$ cat src/rtl/crc_pkg.sv
// Shared CRC-32 definitions: reflected polynomial, good-packet residue,
// stream FSM state encoding and the last-beat byte counter.
package crc_pkg;

  localparam logic [31:0] CRC32_POLY_REFL = 32'hEDB88320;
  localparam logic [31:0] CRC32_RESIDUE   = 32'hDEBB20E3;

  typedef enum logic {
    IDLE,
    ACCUM
  } crc_state_e;

  // Counts enabled bytes in a keep mask; narrower masks are zero-extended to 8 bits.
  function automatic logic [3:0] popcount_keep(input logic [7:0] keep);
    logic [3:0] cnt;
    cnt = '0;
    for (int i = 0; i < 8; i++) begin
      cnt = cnt + {3'b000, keep[i]};
    end
    return cnt;
  endfunction

endpackage

$ cat src/rtl/crc32_byte.sv
// One combinational step of the reflected CRC-32: folds one byte into the
// running register, LSB first.
module crc32_byte
  import crc_pkg::*;
(
  input  logic [31:0] crc_i,
  input  logic [7:0]  data_i,
  output logic [31:0] crc_o
);

  logic [31:0] c;

  always_comb begin
    c = crc_i ^ {24'h000000, data_i};
    for (int i = 0; i < 8; i++) begin
      c = c[0] ? ((c >> 1) ^ CRC32_POLY_REFL) : (c >> 1);
    end
    crc_o = c;
  end

endmodule

$ cat src/rtl/crc_stream.sv
// Streaming CRC-32 over valid/ready beats with a single registered result per packet.
// Optional residue comparator on res_ok_o is built when CRC_STREAM_CHECK_EN is defined.
module crc_stream
  import crc_pkg::*;
#(
  parameter int          DATA_W = 32,
  parameter logic [31:0] INIT   = 32'hFFFFFFFF,
  parameter logic [31:0] XOROUT = 32'hFFFFFFFF,
  parameter int          LEN_W  = 16
) (
  input  logic                clk_i,
  input  logic                rst_ni,
  input  logic                s_valid_i,
  output logic                s_ready_o,
  input  logic [DATA_W-1:0]   s_data_i,
  input  logic [DATA_W/8-1:0] s_keep_i,
  input  logic                s_last_i,
  output logic                res_valid_o,
  input  logic                res_ready_i,
  output logic [31:0]         res_crc_o,
  output logic [LEN_W-1:0]    res_len_o,
  output logic                res_ok_o
);

  localparam int NB = DATA_W / 8;

  crc_state_e       state_q, state_d;
  logic [31:0]      crc_q, crc_d;
  logic [LEN_W-1:0] len_q, len_d;
  logic             res_valid_q, res_valid_d;
  logic [31:0]      res_crc_q, res_crc_d;
  logic [LEN_W-1:0] res_len_q, res_len_d;

  logic [31:0]      chain [NB+1];
  logic [7:0]       keep8;
  logic [3:0]       n_bytes;
  logic [31:0]      next_crc;
  logic [LEN_W:0]   len_sum;
  logic [LEN_W-1:0] next_len;
  logic             accept;

  // The result register is the only buffer, so input stalls while it is held.
  assign s_ready_o = ~res_valid_q | res_ready_i;
  assign accept    = s_valid_i & s_ready_o;

  assign chain[0] = crc_q;
  for (genvar g = 0; g < NB; g++) begin : g_byte
    crc32_byte u_byte (
      .crc_i  (chain[g]),
      .data_i (s_data_i[8*g +: 8]),
      .crc_o  (chain[g+1])
    );
  end

  // NOTE: every always_comb output gets a default first, so no path can infer a latch.
  always_comb begin
    keep8           = '0;
    keep8[NB-1:0]   = s_keep_i;
    n_bytes         = s_last_i ? popcount_keep(keep8) : 4'(NB);
    next_crc        = chain[0];
    for (int i = 1; i <= NB; i++) begin
      if (n_bytes == 4'(i)) next_crc = chain[i];
    end
    len_sum  = {1'b0, len_q} + (LEN_W+1)'(n_bytes);
    next_len = len_sum[LEN_W] ? '1 : len_sum[LEN_W-1:0];
  end

  always_comb begin
    state_d     = state_q;
    crc_d       = crc_q;
    len_d       = len_q;
    res_valid_d = res_valid_q;
    res_crc_d   = res_crc_q;
    res_len_d   = res_len_q;
    if (res_valid_q && res_ready_i) res_valid_d = 1'b0;
    if (accept) begin
      if (s_last_i) begin
        state_d     = IDLE;
        crc_d       = INIT;
        len_d       = '0;
        res_valid_d = 1'b1;
        res_crc_d   = next_crc ^ XOROUT;
        res_len_d   = next_len;
      end else begin
        state_d = ACCUM;
        crc_d   = next_crc;
        len_d   = next_len;
      end
    end
  end

  // NOTE: state registers use non-blocking assignments so all flops update together.
  always_ff @(posedge clk_i or negedge rst_ni) begin
    if (!rst_ni) begin
      state_q     <= IDLE;
      crc_q       <= INIT;
      len_q       <= '0;
      res_valid_q <= 1'b0;
      res_crc_q   <= '0;
      res_len_q   <= '0;
    end else begin
      state_q     <= state_d;
      crc_q       <= crc_d;
      len_q       <= len_d;
      res_valid_q <= res_valid_d;
      res_crc_q   <= res_crc_d;
      res_len_q   <= res_len_d;
    end
  end

  assign res_valid_o = res_valid_q;
  assign res_crc_o   = res_crc_q;
  assign res_len_o   = res_len_q;

`ifdef CRC_STREAM_CHECK_EN
  logic res_ok_q, res_ok_d;

  // The raw register lands on the fixed residue when the packet carries its own FCS.
  always_comb begin
    res_ok_d = res_ok_q;
    if (accept && s_last_i) res_ok_d = (next_crc == CRC32_RESIDUE);
  end

  always_ff @(posedge clk_i or negedge rst_ni) begin
    if (!rst_ni) res_ok_q <= 1'b0;
    else         res_ok_q <= res_ok_d;
  end

  assign res_ok_o = res_ok_q;
`else
  assign res_ok_o = 1'b0;
`endif

`ifndef SYNTHESIS
  logic [NB-1:0] keep_inc;
  assign keep_inc = s_keep_i + NB'(1);

  keep_contiguous_a: assert property (@(posedge clk_i) disable iff (!rst_ni)
    (accept && s_last_i) |-> ((s_keep_i & keep_inc) == '0))
    else $error("non-contiguous s_keep_i on last beat");
`endif

endmodule

$ cat config.mk
export PLATFORM = sky130hd
export DESIGN_NAME = crc_stream
export DESIGN_NICKNAME = d
export VERILOG_FILES = /design/src/rtl/crc_pkg.sv /design/src/rtl/crc32_byte.sv /design/src/rtl/crc_stream.sv
export SDC_FILE = /design/constraint.sdc
export NUM_CORES = 1
export LEC_CHECK = 0
export CORE_ASPECT_RATIO = 1.4
export CORE_UTILIZATION = 30
export DETAILED_ROUTE_END_ITERATION = 10
export GPL_TIMING_DRIVEN = 1
export SLEW_MARGIN = 10
export SYNTH_ARGS = -nofsm -noshare
export SYNTH_HDL_FRONTEND = slang
export SYNTH_SLANG_ARGS = --single-unit
$ cat constraint.sdc
create_clock -name clk_i -period 5 [get_ports clk_i]
set_clock_uncertainty 0.2 [all_clocks]
set_input_delay 0.75 -clock clk_i [delete_from_list [all_inputs] [get_ports clk_i]]
set_output_delay 0.75 -clock clk_i [all_outputs]
set_load 0.1 [all_outputs]
==> results.json, run 1 <==
{
  "status": "completed",
  "worst_slew_pin_slew_ns": 1.07,
  "ys_seq_elements": 97,
  "endpoint_kind": "flip-flop",
  "wire_per_inst_um": 22.5,
  "slew_headroom": 0.282,
  "whs_ns": 0.271,
  "cts.clk_slew.worst_paths_ns": 0.07,
  "grt_pass1_vias": 8152,
  "ys_seq_area_frac": 0.267,
  "period_minus_slack_ns": 4.85,
  "netlist_area_um2": 9240,
  "ant_nets": 0,
  "synth_cells": 948,
  "diodes": 0,
  "antenna_found_initial": 0,
  "worstPathArrival_ns": 4.89,
  "htreeDepth": 3,
  "start_util": 0.307,
  "crit_family": "XOR/XNOR gates",
  "synthTopCellsByCount": "xnor2_1 (202), nor2_1 (82), a21oi_1 (79), nand2_1 (79), dfrtp_1 (65)",
  "critPathBufInv": 3,
  "row_count": 75,
  "cts_tree": "done",
  "drt-initial-drc-count": 514,
  "syn_nets": 996,
  "drt-total-wl_mm": 35.6,
  "synth_ff_type": "dfrtp_1",
  "synth.avg_cell_area_um2": 9.74,
  "clk_root_buffer_cell": "clkbuf_16",
  "setup_viol": 0,
  "die_area_um2": 31500,
  "worstSetupPathType": "input pin to flip-flop",
  "via_count": 7955,
  "netlist_top_cells_area": "xnor2_1 (19%), dfrtp_1 (18%), xnor3_1 (10%), dfstp_2 (9.1%), xor2_1 (5.9%)",
  "cp_max_fo": 5,
  "clk_latency_ns": 0.36,
  "cp-start-kind": "input pin",
  "fmax_ghz": 0.206,
  "maxSlewViolCount": 0,
  "hold_class": "input pin to async pin",
  "place_congestion": 0.978,
  "vias_per_cell": 5.03,
  "final_nets": 1240,
  "overflow": 0,
  "die_w_um": 150,
  "ys_types": 57,
  "postSynth.asyncResetShare": 1.00,
  "yosysMostFrequentCell": "xnor2_1",
  "crit_path_top_delay_cell": "xor3_1",
  "synth_edf_count": 0,
  "io_buffers": 90,
  "required_ns": 5.04,
  "ys_warn_count": 0,
  "timing.final.crit_share": 0.970,
  "drive_gt1_frac": 0.246,
  "core_area_um2": 30100,
  "yosysTopAreaCell": "xnor2_1",
  "crit_chain": "clkdlybuf4s50_1, xnor2_2, xnor3_1, xor2_1, xor3_1, buf_4, xor2_1, xnor2_1, buf_4, xnor2_1, xnor2_1, xor2_1, o211ai_1, o21a_1",
  "detail_route.first_pass.iterations": 5,
  "rsz0062_at_grt": "false",
  "drc_errors": 0,
  "cts_setup_buffers": 0,
  "area_growth_syn_to_layout_pct": 32.9,
  "critPathMaxStageDelay_ns": 0.55,
  "grt_max_degree": 62,
  "groute.usage.overall": 0.233,
  "grt_pass1_wl_mm": 52.7,
  "ctsLongestPathBuffers": 2,
  "num_io_pins": 92,
  "cts_made_buffers": 9,
  "yosysTopAreaCellShare": 0.192,
  "final_hold_viol_count": 0,
  "hpwl_mm": 28.9,
  "max-cap-violations": 0,
  "fp.dieH_um": 210,
  "cts.sinks": 97
}
## metal layers
metal | GRT usage | vias up | routed length, um
met2 | 0.395 | 234 | 17700
met4 | 0.142 | 0 | 2280
met1 | 0.283 | 3899 | 14600
met5 | 0 | - | 0
met3 | 0.0202 | 69 | 1090
li1 | - | 3753 | -
## what timing repair did
action                                  in CTS  in global routing
hold buffers                                 0                  0
resized for setup                            0                  4
endpoints found under the setup margin       0                  5
## worst paths after layout
| kind | start | cells past startpoint | end | slack (ns) |
|---|---|---|---|---|
| setup / recovery | s_data_i[1] | 14 | res_crc_o[17] | 0.15 |
| hold / removal | rst_ni | 1 | res_crc_o[3] | 0.27 |
| setup reg to reg | crc_q[7] | 12 | res_crc_o[20] | 0.41 |
| hold reg to reg | res_crc_o[31] | 2 | res_crc_o[31] | 0.29 |
| max in group asynchronous | rst_ni | 2 | crc_q[30] | 3.28 |
| min in group clk_i | res_crc_o[31] | 2 | res_crc_o[31] | 0.29 |
## worst register-to-register path, delay by kind of cell, from the launching register on
| kind | cells | cell delay, ns |
|---|---|---|
| flops | 1 | 0.70 |
| buf+inv | 1 | 0.23 |
| xor+xnor | 9 | 2.96 |
| compound gates | 1 | 0.09 |
| mux | 1 | 0.29 |
## cell families (layout without fill, tap and decap cells)
group           after synthesis  after routing  synth area share
compound gates              230            230             0.156
xor+xnor                    341            341             0.432
fa+ha+maj                     7              7            0.0111
buf+inv                      64            313            0.0282
flops                        97             97             0.267
mux                          13             13            0.0157
other cells                   1              1          0.000406
simple gates                195            195            0.0887
## metrics by stage
stage	worst slack (ns)	utilization	setup TNS, ns	instances	instance area (um^2)
after floorplan	0.197	-	0	948	9240
after global placement	-0.290	0.397	-2.59	1566	11900
after detailed placement	-0.318	0.397	-4.20	1566	11900
after CTS	0.0322	0.407	0	1582	12300
after global routing	0.0143	0.408	0	1582	12300
final	0.151	0.408	0	1582	12300
## sequential cells by signal, summed over array words and instances, names as in the netlist
signal and cells:
res_crc_o 32, len_q 16, res_len_o 16, res_valid_o 1, crc_q 32
## final cells by class
type | instances | area, um^2
Clock buffer | 10 | 239
Inverter | 10 | 37.5
Timing Repair Buffer | 287 | 2440
Fill cell | 2947 | 17800
Multi-Input combinational cell | 787 | 6540
Tap cell | 385 | 482
Clock inverter | 6 | 76.3
Sequential cell | 97 | 2470
## cells in the final DEF, fill, tap and decap left out, drive strengths merged, types with 5 or more instances in the layout
cell type	Yosys	routed
xnor2	220	220
buf	6	198
clkdlybuf4s50	0	89
nor2	82	82
nand2	79	79
a21oi	79	79
dfrtp	65	65
xor2	65	65
xnor3	47	47
o21ai	38	38
dfstp	32	32
o211ai	27	27
a211oi	26	26
a31oi	21	21
mux2	12	12
o22a	11	11
inv	9	10
clkbuf	48	10
xor3	9	9
nand3	8	8
o221ai	8	8
o21a	5	5
a21o	5	5
ha	5	5
and3	5	5
Power of run 1 is not shown: default switching activity piles up to over one toggle a cycle in this logic, so the estimate is an artifact.
==> inputs of run 2 (changes only) <==
CORE_UTILIZATION = 53   (was 30)
PLACE_DENSITY = 0.78   (was not set)
==> run 2 against run 1 <==
- fmax grew 0.12%
- flip-flop and latch count is the same
- setup slack gained 0.0057 ns
- via count grew 3.8%
- die area shrank 43%
- first-iteration DRC count grew 41%
- register-to-register slack gained 0.07 ns
==> results.json, run 2 (same netlist as run 1, synthesis figures left out) <==
{
  "period_minus_slack_ns": 4.84,
  "cts_hold_buf": 0,
  "final_hold_viol_count": 0,
  "status": "completed",
  "fin_cells": 1449,
  "grt_pass1_vias": 8243,
  "clk_latency_ns": 0.35,
  "grt_pass1_wl_mm": 50.6,
  "via_count": 8254,
  "cts_tree": "done",
  "whs_ns": 0.100,
  "setup_viol": 0,
  "cts.clk_slew.worst_paths_ns": 0.07,
  "worstSetupPathType": "input pin to flip-flop",
  "hold_class": "input pin to async pin",
  "row_count": 56,
  "worst_slew_pin_slew_ns": 1.03,
  "vias_per_cell": 5.70,
  "ant_nets": 0,
  "io_buffers": 90,
  "wire_per_inst_um": 23.4,
  "timing.final.crit_share": 0.969,
  "ctsLongestPathBuffers": 2,
  "final_cell_area_um2": 12200,
  "htreeDepth": 3,
  "slew_headroom": 0.311,
  "drive_gt1_frac": 0.258,
  "die_w_um": 114,
  "register_area_um2": 2470,
  "layout_common_cells": "buf_4 (214), xnor2_1 (200), clkdlybuf4s50_1 (89), nor2_1 (80)",
  "cts_made_buffers": 9,
  "overflow": 0,
  "final_nets": 1260,
  "hpwl_mm": 27.6,
  "fp.dieH_um": 158,
  "fill_cells": 1311,
  "drt-total-wl_mm": 34.0,
  "antenna_found_initial": 0,
  "diodes": 0,
  "cp-start-kind": "input pin",
  "detail_route.first_pass.iterations": 5,
  "place_congestion": 1.02,
  "cts.sinks": 97,
  "groute.usage.overall": 0.392,
  "rsz0062_at_grt": "false",
  "place_inst": 1433,
  "die_area_um2": 18000,
  "drt-initial-drc-count": 723,
  "final_common_cell": "buf_4",
  "grt_max_degree": 70,
  "maxSlewViolCount": 0,
  "cp_max_fo": 12,
  "dpl_cell_area_um2": 11900,
  "area_growth_syn_to_layout_pct": 32.5,
  "start_util": 0.547,
  "endpoint_kind": "flip-flop",
  "core_area_um2": 16900,
  "max-cap-violations": 0,
  "worstPathArrival_ns": 4.94,
  "required_ns": 5.09,
  "num_io_pins": 92,
  "multiInputGateArea_um2": 6540,
  "drc_errors": 0,
  "clk_root_buffer_cell": "clkbuf_16",
  "fmax_ghz": 0.206
}
## run 2: changes by cell type in the layout (fill, tap and decap cells not counted), sizes merged
cell    before  now
clkbuf      10    9
inv         10   11
buf        198  218
## run 2: stage by stage
step,util,setup slack [ns],TNS [ns]
3_3_place_gp,0.704,-0.212,-1.42
3_5_place_dp,0.704,-0.336,-2.63
5_1_grt,0.725,0.00803,0
2_1_floorplan,-,0.197,0
6_report,0.725,0.156,0
4_1_cts,0.724,0.0527,0
## run 2: cell type report
class | count | share of cell area
repair buffers | 307 | 0.211
clock inverters | 7 | 0.00808
well taps | 232 | 0.0237
clock buffers | 9 | 0.0184
flip-flops and latches | 97 | 0.202
multi-input cells | 787 | 0.534
inverters | 10 | 0.00307
## run 2: path summary, 6_finish.rpt
path,from,to,slack [ns],cells past startpoint
min in group clk_i,res_crc_o[2],res_crc_o[2],0.28,2
max in group asynchronous,rst_ni,res_crc_o[21],3.28,2
setup / recovery,s_data_i[3],res_crc_o[2],0.16,20
hold reg to reg,res_crc_o[2],res_crc_o[2],0.28,2
setup reg to reg,crc_q[4],res_crc_o[2],0.48,18
hold / removal,rst_ni,res_len_o[8],0.10,1
## run 2: what timing repair did
| action | CTS | global route |
|---|---|---|
| setup buffers | 0 | 0 |
| endpoints found under the setup margin | 0 | 6 |
| gates resized for setup | 0 | 4 |
## run 2: critical path, cell delays in order
cell             delay, ns
clkdlybuf4s50_1       0.46
xnor2_2               0.22
buf_12                0.19
xnor3_1               0.35
buf_4                 0.16
buf_4                 0.14
xor2_1                0.29
buf_4                 0.22
buf_4                 0.11
xnor2_1               0.17
buf_4                 0.22
xor2_1                0.15
buf_4                 0.17
xnor2_1               0.13
xnor2_1               0.34
xnor2_1               0.09
o21ai_0               0.40
buf_4                 0.23
nand2_1               0.06
nand2_1               0.06
## run 2: layer usage
metal | wire, um | GRT usage | vias up
li1 | - | - | 3798
met1 | 12800 | 0.468 | 3935
met2 | 16600 | 0.665 | 406
met3 | 1820 | 0.0318 | 115
met4 | 2740 | 0.286 | 0
met5 | 0 | 0 | -
Power of run 2 is left out for the same reason.
